## src/rtl/ifetch_align.sv

```systemverilog
// Instruction fetch front end: word fetch from a registered imem,
// halfword queue, and RV32C/RV32I realignment toward decode.
module ifetch_align #(
    parameter int          ADDR_WIDTH = 9,
    parameter int          DATA_WIDTH = 32,
    parameter logic [31:0] RESET_PC   = 32'h0000_0000
) (
    input  logic                  clk,
    input  logic                  rst_n,
    output logic [ADDR_WIDTH-1:0] imem_addr,
    input  logic [DATA_WIDTH-1:0] imem_dout,
    input  logic                  stall,
    input  logic                  redirect,
    input  logic [31:0]           redirect_pc,
    output logic                  instr_valid,
    output logic [31:0]           instr,
    output logic [31:0]           instr_pc,
    output logic                  instr_compressed
);

    logic [31:0]      fetch_pc;
    logic [31:0]      head_pc;
    logic             rsp_pending;
    logic             drop_low;
    logic [3:0][15:0] q;
    logic [2:0]       cnt;

    logic             head_c;
    logic [1:0]       cons;
    logic [1:0]       app;
    logic [3:0][15:0] q_c;
    logic [3:0][15:0] q_n;
    logic [2:0]       cnt_c;
    logic [3:0]       cnt_n4;
    logic             req;
    logic [31:0]      head_pc_n;
    logic [31:0]      fetch_next;
    logic [31:0]      redir_next;
    logic             unused;

    assign unused = ^{redirect_pc[0], fetch_pc[1:0]};

    // Address mux: a redirect target is requested in the same cycle.
    assign imem_addr = redirect ? redirect_pc[ADDR_WIDTH+1:2]
                                : fetch_pc[ADDR_WIDTH+1:2];

    // Decode-facing view of the queue head; never depends on imem or stall.
    always_comb begin
        head_c           = (q[0][1:0] != 2'b11);
        instr_valid      = (cnt >= 3'd2) || ((cnt == 3'd1) && head_c);
        instr_compressed = (cnt != 3'd0) && head_c;
        instr            = instr_compressed ? {16'h0000, q[0]}
                                            : {q[1], q[0]};
        instr_pc         = head_pc;
    end

    // Next queue contents: pop the consumed head, then append the response.
    always_comb begin
        cons = 2'd0;
        if (instr_valid && !stall)
            cons = instr_compressed ? 2'd1 : 2'd2;

        case (cons)
            2'd1:    q_c = {16'h0000, q[3:1]};
            2'd2:    q_c = {32'h0000_0000, q[3:2]};
            default: q_c = q;
        endcase
        cnt_c = cnt - {1'b0, cons};

        app = 2'd0;
        if (rsp_pending)
            app = drop_low ? 2'd1 : 2'd2;

        q_n = q_c;
        for (int i = 0; i < 4; i++) begin
            if (rsp_pending) begin
                if (drop_low) begin
                    if (3'(i) == cnt_c)
                        q_n[i] = imem_dout[31:16];
                end else begin
                    if (3'(i) == cnt_c)
                        q_n[i] = imem_dout[15:0];
                    else if (3'(i) == cnt_c + 3'd1)
                        q_n[i] = imem_dout[31:16];
                end
            end
        end

        cnt_n4     = {1'b0, cnt_c} + {2'b00, app};
        req        = !redirect && (cnt_n4 <= 4'd2);
        head_pc_n  = head_pc + {29'b0, cons, 1'b0};
        fetch_next = {fetch_pc[31:2], 2'b00} + 32'd4;
        redir_next = {redirect_pc[31:2], 2'b00} + 32'd4;
    end

    // Queue, PC and request-tracking state; redirect overrides everything.
    always_ff @(posedge clk or negedge rst_n) begin
        if (!rst_n) begin
            q           <= '0;
            cnt         <= 3'd0;
            head_pc     <= RESET_PC;
            fetch_pc    <= RESET_PC;
            rsp_pending <= 1'b0;
            drop_low    <= RESET_PC[1];
        end else if (redirect) begin
            cnt         <= 3'd0;
            head_pc     <= redirect_pc;
            fetch_pc    <= redir_next;
            rsp_pending <= 1'b1;
            drop_low    <= redirect_pc[1];
        end else begin
            q           <= q_n;
            cnt         <= cnt_n4[2:0];
            head_pc     <= head_pc_n;
            rsp_pending <= req;
            if (req) begin
                fetch_pc <= fetch_next;
                drop_low <= 1'b0;
            end
        end
    end

    // Requests are gated so a response always fits in the queue.
    a_no_overflow : assert property (
        @(posedge clk) disable iff (!rst_n)
        redirect || (cnt_n4 <= 4'd4)
    );

endmodule

```

## config.mk

```make
export PLATFORM = sky130hd
export DESIGN_NAME = ifetch_align
export DESIGN_NICKNAME = d
export VERILOG_FILES = /design/src/rtl/ifetch_align.sv
export SDC_FILE = /design/constraint.sdc
export NUM_CORES = 1
export LEC_CHECK = 0
export BUFFER_PORTS_ARGS = -buffer_cell sky130_fd_sc_hd__buf_2
export CORE_UTILIZATION = 38
export CTS_CLUSTER_DIAMETER = 50
export DETAILED_ROUTE_END_ITERATION = 12
export GPL_ROUTABILITY_DRIVEN = 0
export PLACE_DENSITY = 0.68
export SETUP_SLACK_MARGIN = 0.3
export SLEW_MARGIN = 20
export SYNTH_ARGS = -nofsm -noshare
export SYNTH_HDL_FRONTEND = slang
export SYNTH_SLANG_ARGS = --single-unit
```

## constraint.sdc

```tcl
create_clock -name clk -period 6 [get_ports clk]
set_input_delay 0.6 -clock clk [delete_from_list [all_inputs] [get_ports clk]]
set_output_delay 0.6 -clock clk [all_outputs]
set_load 0.05 [all_outputs]
```

* Word level (Yosys, flattened, before mapping)
Cells that the tools add are included.
Word-level totals: bits in read-only memories 0, bits in writable memories 0, flip-flop bits (word level) 133, output and inout port bits 75, bits in latches 0, logic and storage cells 72, memories kept 0, input bits 68
Cells by class: magnitude comparators 2, bitwise gates (word level) 0, divide/modulo/power cells 0, mux-type cells 34, shifts and indexed selects 0, multipliers 0, add/sub/neg operators 6, equality and inequality tests 10, reductions and logical operators 11
Operators by type and width (count):
- 2-to-1 mux 16 bit | 20
- 2-to-1 mux 32 bit | 4
- case mux 64 bit (2 select lines) | 1
- adder 32 x 3 -> 32 bit (second input constant) | 2
- adder 32 x 3 -> 32 bit | 1
- equality test 2 x 3 -> 1 bit (first input constant) | 4
- 2-to-1 mux 9 bit | 1
- 2-to-1 mux 2 bit | 4
- equality test 1 x 3 -> 1 bit (first input constant) | 2
- logical NOT 3 bit | 2
- adder 3 x 2 -> 4 bit | 1
- less-or-equal comparator 4 x 2 -> 1 bit (second input constant) | 1
- logical AND 1 bit | 4
- adder 3 x 1 -> 3 bit (second input constant) | 1
- equality test 3 x 1 -> 1 bit (second input constant) | 1
- greater-or-equal comparator 3 x 2 -> 1 bit (second input constant) | 1
- 2-to-1 mux 1 bit | 3
- 2-to-1 mux 3 bit | 1
- nonzero test 3 bit | 1
- subtractor 3 x 2 -> 3 bit | 1
- equality test 2 x 1 -> 1 bit (second input constant) | 1
- equality test 2 bit (second input constant) | 1
- logical NOT 1 bit | 2
- != test 2 bit (second input constant) | 1
- 2 further kinds | 2

* Depth between registers and ports, before layout
depth after elaboration 12, gate-level depth with buffers 20, gate-level depth less buffers 13

* Worst setup path before layout
No wires, ideal clock.
path type register to register, start point reg cnt[2], end point reg q[21] (netlist bit), setup slack 1.618 ns, path buffers 6, setup time 0.143 ns, data required time 5.857 ns, stages on the path, launching flop included 19, period minus slack after synthesis 4.382 ns, arrival time 4.238 ns, cell sequence dfrtp_1 or3_1 clkbuf_1 clkbuf_1 nand2_1 clkbuf_1 nor2_1 ha_1 inv_1 fa_1 clkbuf_1 nor2b_1 ha_1 clkbuf_1 nand3b_1 clkbuf_1 o32a_1 a2111oi_0 o221ai_1
On the way: cells in the longest elaborated chain, start to end 12, elaborated cells on any way between the ends 21, classes of those cells add/sub: 2; order compare: 1; eq/ne: 5; mux: 8; reduce/logical: 5
RTL lines:
- start, declared | line 26 | logic [2:0] cnt;
- start signal, assigned | line 113 | cnt <= cnt_n4[2:0];
- parallel branches: the longest is 11 deep, another holds greater-or-equal comparator 3 x 2 -> 1 bit
- 2-to-1 mux 16 bit * | line 76 | if (rsp_pending) begin
- end signal, assigned | line 112 | q <= q_n;
- end, declared | line 25 | logic [3:0][15:0] q;
Every way passes the cells marked *. A chain may end at the register's enable or synchronous reset.

* Worst setup path after layout
start point reg cnt[2], end point reg q[18] (netlist bit)
The elaborated chain is that of the path after synthesis.

==> results.md <==
- Placed inst area: 9310 um2
- ANT nets after route: 0
- Top cells by area, synth: dfrtp_1 (32%), o32a_1 (4.6%), clkbuf_1 (4.2%)
- Initial antenna violation count: 0
- Clock tree buffer depth: 2
- Min Tclk post-route: 5.32 ns
- Post-synthesis register bit count: 110
- Skew final: 0.0116 ns
- Die H: 153 um
- Post-synth top area cell: dfrtp_1
- Finished Cell Area: 9600 um2
- Max_cap viols: 0
- HP Class: in -> async
- Sw Pwr: 3.13 mW
- Worst Path Max Fanout: 34
- Initial DRC Count: 1072
- Worst-Skew Late Latency: 0.37 ns
- Slowest cell delay on critical path: 0.63 ns
- Logic pwr share: 0.670
- Post-synthesis cell count: 1042
- # setup viols final: 0
- Root Driver: clkbuf_16
- Sw frac: 0.547
- IO Pins: 143
- Number of global-route vias before repair: 8738
- CP max stage cell: fa_1
- Leakage power: 4.00 nW
- Slew HR: 0.235
- Critical-path cell list: or3_1, buf_4, nand2_1, nor2_1, ha_1, inv_1, fa_1, nor2b_1, ha_1, nand3b_1, o32a_1, a2111oi_0, o221ai_1
- Post-DR vias/cell: 6.81
- Area share of the largest cell type after synthesis: 0.317
- Worst EP arrival: 5.54 ns
- Period Utilization, post-route: 0.886
- Num CTS Buffers: 9
- CP Data Required Time: 6.22 ns
- DR vias: 9274
- Register share of total power: 0.223
- Initial core utilization: 0.393
- Largest net degree at the start of global routing: 79
- Global Route Usage Sum: 0.261
- Setup bufs post-CTS: 0
- Fin. max-slew vios: 0
- Critical path endpoint category: register
- Routed WL: 30900 um
- Peak Freq: 188 MHz
- Netlist Area Pre-Place: 8680 um2
- First-pass GRT wire length: 48900 um
- R2R Setup Slk: 0.68 ns
- Clock Pin Slew Worst Setup and Hold Paths: 0.08 ns
- Number of remaining DRC errors: 0
- CTS tree: yes
- Cts hold-fix bufs: 0
- Synth Area in Compound Gates: 0.342
- Post-synthesis sequential area ratio: 0.317
- XOR/XNOR Fraction of Synth Area: 0.0170
- Clock Power Share: 0.107
- Area Growth Syn to Fin: 10.6%
- RSZ-0062 raised after global routing: no
- I/O Buffers: 142
- EDFF count, synth: 0
- Syn_nets: 1120
- Post-Synth Simple-Gate Area: 0.215
- Largest family of logic cells by synthesized area: compound AO/OA/AOI/OAI gates
- Post-synthesis adder-cell area fraction: 0.0170
- Layout cells sized above 1: 0.181
- CP dominant cell by count: ha_1
- Status: completed
- Hold Vio Cnt, Final: 0
- Critical path class: reg -> reg
- Congestion Overflow GR: 0
- Int Pwr: 2.59 mW
- Nets@finish: 1154
- Ys flop type: dfrtp_1
- Setup TNS: 0 ns
- Pwr per Cell Area: 597 nW/um2
- Hpwl dp: 20100 um
- Yosys cell types: 67
- Ys Warns: 0
- Clock sink count: 110
- Maximum vdd ir drop: 0.310 mV
- Core Region: 22100 um2
- Chip Width: 153 um
- PostCTS Resize Cnt: 0
- DIE AREA: 23400 um2
- FFs w/ async S/R, synth: 1.00
- Mux cell area share after synthesis: 0.00879
- Syn Area/Cell: 8.33 um2
- Drt pass-1 iters: 7
- H-tree Lvls: 3
- Row cnt: 54
- Worst Setup Start Kind: register
- Routed WL per cell: 22.7 um
- Worst Tran Pin Value: 1.14 ns
per-stage QoR:
step / worst slack (ns) / utilization / hold WS (ns) / total power [mW] / std cells
detailed placement: 0.966 / 0.421 / 0.478 / 5.03 / 1345
global route: 0.505 / 0.434 / 0.442 / 6.05 / 1361
global placement: 1.09 / 0.421 / 0.474 / 4.99 / 1345
floorplan: 1.62 / - / 0.304 / 4.19 / 1042
finish: 0.682 / 0.434 / 0.396 / 5.73 / 1362
CTS: 0.939 / 0.434 / 0.425 / 5.65 / 1361
cells in the mapped netlist (18+ instances only):
master	instances
nand3_1	66
clkbuf_1	96
a21oi_1	33
and2_1	20
inv_1	30
dfrtp_1	110
a31oi_1	43
and3_1	50
o211a_1	24
o211ai_1	28
nand2_1	73
nor2b_1	30
o32a_1	40
nor2_1	23
o32ai_1	23
a22oi_1	18
o21ai_0	57
area by class of cell:
| type | count | area (um2) |
|---|---|---|
| fillers | 2204 | 12500 |
| clock buffers | 9 | 225 |
| clock inverters | 7 | 60.1 |
| multi-input cells | 763 | 5230 |
| flip-flops and latches | 110 | 2750 |
| inverters | 32 | 120 |
| well taps | 280 | 350 |
| diodes | 1 | 2.50 |
| repair buffers | 160 | 851 |
registers in the layout, indices dropped and copies added (netlist names):
signal,count
q,64
instr_pc,32
fetch_pc,9
cnt,3
drop_low,1
rsp_pending,1
cell families (layout without fill, tap and decap cells):
| family | after synthesis | in the layout |
|---|---|---|
| AOI/OAI and AO/OA | 390 | 390 |
| xor gates and xnor gates | 16 | 16 |
| adders and majority gates | 10 | 10 |
| buffers and inverters | 169 | 208 |
| DFF | 110 | 110 |
| muxes | 7 | 7 |
| other | 0 | 1 |
| and+or+nand+nor | 340 | 340 |
placed cells by master, fill, tap and decap left out, types with 12 or more instances in the layout:
cell type    n
buf_2      140
dfrtp_1    110
nand2_1     73
nand3_1     66
o21ai_0     57
and3_1      50
a31oi_1     43
o32a_1      40
a21oi_1     32
nor2b_1     30
inv_1       29
o211ai_1    28
o211a_1     24
nor2_1      23
o32ai_1     23
and2_1      20
buf_4       20
a22oi_1     18
or4_1       16
a2111oi_0   16
o221ai_1    16
nand4_1     12
power groups by stage:
stage          registers [mW]  clock network [mW]  logic (mW)
2_1_floorplan            1.26                   0        2.92
3_3_place_gp             1.27                   0        3.71
3_5_place_dp             1.28                   0        3.76
4_1_cts                  1.27               0.621        3.76
5_1_grt                  1.31               0.648        4.10
6_report                 1.28               0.614        3.84
worst paths after layout:
path                                  from           end  cells past startpoint
min                                  rst_n         q[59]                      1
max in group asynchronous            rst_n   instr_pc[0]                      2
min reg2reg                   fetch_pc[10]  fetch_pc[10]                      1
max reg2reg                         cnt[2]         q[18]                     13
max                                 cnt[2]         q[18]                     13
min in group clk           redirect_pc[13]  instr_pc[13]                      3
layer usage:
layer  part of all wire  wire length [um]  vias to the layer above  track usage
met2               0.47             14500                      596        0.421
met3              0.091              2800                       85       0.0516
met4              0.039              1220                        0        0.116
met5                  0                 0                        -            0
met1               0.40             12300                     4500        0.337
li1                   -                 -                     4093            -
critical path, delay by kind of cell, from the launching register on:
| kind | cells | cell delay (ns) |
|---|---|---|
| AOI/OAI and AO/OA | 3 | 1.17 |
| adders and majority gates | 3 | 1.25 |
| buffers and inverters | 2 | 0.32 |
| DFF | 1 | 0.48 |
| and+or+nand+nor | 5 | 1.92 |
Power figures use the tool's default switching activity.
